## src/rtl/spart_tx_arbiter.sv

```systemverilog
// Round-robin arbiter sharing one SPART transmit path among NUM_REQ requesters.
// It grants one byte at a time, pulses trmt/ack together, and tracks TBR until the frame completes.
module spart_tx_arbiter #(
  parameter int NUM_REQ      = 4,
  parameter int DATA_W       = 8,
  parameter int IDX_W        = 2,
  parameter int BUSY_TIMEOUT = 4
) (
  input  logic                      clk,
  input  logic                      rst_n,
  input  logic [NUM_REQ-1:0]        req,
  input  logic [NUM_REQ-1:0]        req_lock,
  input  logic [NUM_REQ*DATA_W-1:0] req_data,
  output logic [NUM_REQ-1:0]        ack,
  output logic [DATA_W-1:0]         tx_data,
  output logic                      trmt,
  input  logic                      TBR,
  output logic                      busy,
  output logic [IDX_W-1:0]          owner,
  output logic                      err
);

  localparam int CNT_W = $clog2(BUSY_TIMEOUT + 1);

  typedef enum logic [1:0] {IDLE, WAIT_BUSY, WAIT_DONE} state_t;

  state_t              state, state_n;
  logic [IDX_W-1:0]    ptr, ptr_n, owner_n;
  logic                lock_vld, lock_n, err_n, trmt_n;
  logic [CNT_W-1:0]    cnt, cnt_n;
  logic [DATA_W-1:0]   tx_data_n;
  logic [NUM_REQ-1:0]  ack_n;

  logic                rr_vld;
  logic [IDX_W-1:0]    rr_idx, cand, win;
  logic                lock_hit;

  function automatic logic [IDX_W-1:0] wrap_inc(input logic [IDX_W-1:0] v);
    return (v == IDX_W'(NUM_REQ - 1)) ? '0 : v + 1'b1;
  endfunction

  // First requesting index at or after ptr, wrapping modulo NUM_REQ.
  always_comb begin
    rr_vld = 1'b0;
    rr_idx = '0;
    cand   = ptr;
    for (int unsigned i = 0; i < NUM_REQ; i++) begin
      if (!rr_vld && req[cand]) begin
        rr_vld = 1'b1;
        rr_idx = cand;
      end
      cand = wrap_inc(cand);
    end
  end

  assign lock_hit = lock_vld && req[owner];
  assign win      = lock_hit ? owner : rr_idx;

  always_comb begin
    state_n   = state;
    ptr_n     = ptr;
    owner_n   = owner;
    lock_n    = lock_vld;
    err_n     = err;
    cnt_n     = cnt;
    tx_data_n = tx_data;
    trmt_n    = 1'b0;
    ack_n     = '0;
    unique case (state)
      IDLE: begin
        // An owner that stops requesting gives up its lock without stalling others.
        if (lock_vld && !req[owner]) lock_n = 1'b0;
        if (TBR && rr_vld) begin
          tx_data_n = req_data[int'(win)*DATA_W +: DATA_W];
          trmt_n    = 1'b1;
          ack_n     = NUM_REQ'(1) << win;
          owner_n   = win;
          lock_n    = req_lock[win];
          cnt_n     = '0;
          state_n   = WAIT_BUSY;
        end
      end
      WAIT_BUSY: begin
        if (!TBR) begin
          state_n = WAIT_DONE;
        end else begin
          cnt_n = cnt + 1'b1;
          if (cnt_n == CNT_W'(BUSY_TIMEOUT)) begin
            err_n   = 1'b1;
            state_n = IDLE;
            ptr_n   = wrap_inc(owner);
          end
        end
      end
      WAIT_DONE: begin
        if (TBR) begin
          state_n = IDLE;
          if (!lock_vld) ptr_n = wrap_inc(owner);
        end
      end
      default: state_n = IDLE;
    endcase
  end

  always_ff @(posedge clk or negedge rst_n) begin
    if (!rst_n) begin
      state    <= IDLE;
      ptr      <= '0;
      owner    <= '0;
      lock_vld <= 1'b0;
      err      <= 1'b0;
      cnt      <= '0;
      tx_data  <= '0;
      trmt     <= 1'b0;
      ack      <= '0;
    end else begin
      state    <= state_n;
      ptr      <= ptr_n;
      owner    <= owner_n;
      lock_vld <= lock_n;
      err      <= err_n;
      cnt      <= cnt_n;
      tx_data  <= tx_data_n;
      trmt     <= trmt_n;
      ack      <= ack_n;
    end
  end

  assign busy = (state != IDLE);

endmodule

```

## config.mk

```make
export PLATFORM = sky130hd
export DESIGN_NAME = spart_tx_arbiter
export DESIGN_NICKNAME = d
export VERILOG_FILES = /design/src/rtl/spart_tx_arbiter.sv
export SDC_FILE = /design/constraint.sdc
export NUM_CORES = 1
export LEC_CHECK = 0
export CORE_ASPECT_RATIO = 1.1
export CORE_MARGIN = 4
export CORE_UTILIZATION = 40
export CTS_CLUSTER_SIZE = 10
export DETAILED_ROUTE_END_ITERATION = 8
export GPL_ROUTABILITY_DRIVEN = 0
export PLACE_DENSITY = 0.75
export SYNTH_ARGS = -nofsm -noshare
export SYNTH_HDL_FRONTEND = slang
export SYNTH_SLANG_ARGS = --single-unit
```

## constraint.sdc

```tcl
create_clock -name clk -period 2.5 [get_ports clk]
set_clock_uncertainty 0.1 [all_clocks]
set_input_delay 0.5 -clock clk [delete_from_list [all_inputs] [get_ports clk]]
set_output_delay 0.5 -clock clk [all_outputs]
set_load 0.01 [all_outputs]
```

==> results.yml <==
run_status:
  status: "finished with violations"
  violations: "negative setup slack"
power:
  power_leakage_nw: 1.21
  peakVddDrop_mv: 0.809
  cellPowerDensity_mw_per_mm2: 1390
yosys:
  syn_inst: 162
  ys_types: 45
  postSynthNetCount: 209
  avgSynthCellArea_um2: 10.7
  ys.warnings.count: 0
  ys_seq_area_share_pct: 34.6
  ys_ff_latch: 24
  syn_area_mm2: 0.00174
layout:
  drive_gt1_share_pct: 32.1
  postLayoutCoreUtil_pct: 67.0
  num-nets-final: 297
  finalNonFillerCells: 301
  stdcell_area_mm2: 0.00274
  area_delta_synth_final_pct: 57.5
  n_antenna_cell: 0
critical_path:
  crit_fanout: 11
  path_class: "in2reg"
  r2r_start: "ptr[0]"
  critPathArrivalTime_ps: 2630
  rr_worst_depth: 8
  r2r_slack_ps: -50
  cp-end-kind: "flip-flop"
  start_kind: "input pin"
  required_ps: 2580
  setup.worst_path.start: "req[0]"
floorplan:
  num_rows: 24
  core_area_mm2: 0.00408
  initial_core_util_pct: 42.6
  die_w_um: 70.8
  fp.dieArea_mm2: 0.00546
  die_h_um: 77.1
  io_pins: 60
clock_tree:
  ctsHoldBuffers: 0
  clock-sinks: 24
  clockBufferDepth: 2
  cts.clk_slew.worst_paths_ps: 90
  clock_latency_ps: 270
  cts_tree: "yes"
  root_buffer: "clkbuf_8"
  cts_max_level: 1
  numCtsBuffers: 3
timing:
  drv_slew: 0
  finalCritPeriodShare_pct: 102
  hold_viol: 0
  setup_viol: 6
  totalNegativeSetupSlack_ps: -153
  period_needed_ps: 2550
  relSlewSlack_pct: 76.3
  fin_ws_ps: -50.4
  hold_ws_ps: 390
  max_freq_mhz: 392
  rsz0062_at_grt: "true"
  tightest_slew_ps: 355
grt:
  grt_max_degree: 25
  grt.total_usage_pct: 15.3
  grt_pass1_vias: 1470
  grt_antenna_before_repair: 0
  globalRouteOverflowTotal: 0
  grt_pass1_wl_mm: 6.98
placed_design:
  dp.final_hpwl_mm: 3.42
  io_buffers: 59
  placedCellCount: 290
  place_area_mm2: 0.00250
min_path:
  whs_path_depth: 1
  hp-start: "err"
  min-delay-path-class: "reg2reg"
run:
  drv_cap: 0
drt:
  drt_iter0_markers: 46
  drtAntennaViolNets: 0
  viasPerCell: 5.15
  drc: 0
  wirelength_mm: 4.48
  wl_per_cell_um: 14.9
  dr.pass1.iters: 4
  vias: 1549
## report_power, final
part | switching [W] | total (W) | leakage, nW | internal [W]
registers | 0.000120 | 0.000673 | 0.295 | 0.000553
clock network | 0.000125 | 0.000339 | 0.0357 | 0.000214
logic | 0.00124 | 0.00278 | 0.879 | 0.00155
total | 0.00148 | 0.00379 | 1.21 | 0.00231
## synth_stat cells, drive strengths merged
cell	count	area share, %
mux2i	23	13
a31oi	1	0.36
a32o	1	0.58
and2	4	1.4
o22ai	3	1.1
mux2	2	1.3
nor3	3	0.86
nand3b	2	0.86
o21bai	2	0.86
a32oi	2	1.0
nor2	17	3.7
o311a	1	0.65
nand2b	5	1.8
o21ba	1	0.58
inv	6	1.3
o41ai	1	0.50
and2b	2	1.0
nand4b	1	0.50
buf	10	6.3
ha	4	2.9
a221oi	12	9.3
a21oi	5	1.4
xor2	1	0.50
o21ai	5	1.7
o211a	1	0.58
nand2	8	1.9
a211oi	1	1.2
and3	2	0.72
or4bb	1	0.65
or2	1	0.50
nand3	1	0.29
clkbuf	2	1.1
dfrtp	24	35
o211ai	1	0.43
a22o	1	0.50
mux4	2	2.6
a2111o	1	0.65
nor2b	2	0.72
## flip-flops by register name (all words and copies together), names as in the netlist
| name | count |
|---|---|
| ack | 4 |
| cnt | 3 |
| err | 1 |
| lock_vld | 1 |
| owner | 2 |
| ptr | 2 |
| state | 2 |
| trmt | 1 |
| tx_data | 8 |
## per-stage QoR
stage	setup WS, ps	total power, W
detailed placement	-743	0.00303
floorplan	-36.5	0.00227
finish	-50.4	0.00379
CTS	-58.7	0.00357
global route	-157	0.00405
global placement	-658	0.00301
## critical path, stage by stage
cell and delay (ps):
dlygate4sd2_1 330, mux4_2 530, a2111o_1 400, o21ai_2 200, a211oi_4 90, buf_12 170
mux2i_4 190, a221oi_2 230
## cell type report
type / instances / area [um2]
fill: 335 / 1350
multi-input combinational: 120 / 1100
timing repair buffer: 95 / 877
sequential: 24 / 601
tap: 52 / 65.1
clock buffer: 3 / 41.3
clock inverter: 1 / 30.0
inverter: 6 / 22.5
## timing repair
action | in CTS | in global routing
pin swaps | 3 | 7
endpoints found under the setup margin | 16 | 12
endpoints found under the hold margin | 0 | 0
gates resized for setup | 17 | 16
setup buffers | 1 | 5
cloned | 0 | 1
## layer usage
metal	wire length, um	global-route usage (%)
met3	225	3.53
met1	1890	19.8
met4	29	2.82
met5	0	0
met2	2330	26.3
## layout by cell type (no fill, tap or decap), types with 6 or more instances in the layout
cell type / Yosys / routed
clkdlybuf4s50_1: 0 / 55
a221oi_2: 9 / 12
nor2_1: 17 / 16
dfrtp_1: 24 / 24
buf_4: 3 / 30
mux2i_1: 23 / 16
nand2_1: 7 / 7
inv_1: 6 / 6
## path summary, 6_finish.rpt
kind / to
hold / removal: err
setup / recovery: lock_vld
max in group asynchronous: lock_vld
min in group asynchronous: trmt
hold reg to reg: err
setup reg to reg: lock_vld
## logic make-up after synthesis
logic type                 synth area share [%]
AOI/OAI and AO/OA                          21.3
muxes                                      17.1
DFF                                        34.6
adders and majority gates                  2.88
and+or+nand+nor                            14.9
xor gates and xnor gates                  0.504
buffers and inverters                      8.71
No activity file was read; power rests on OpenSTA's default activity.
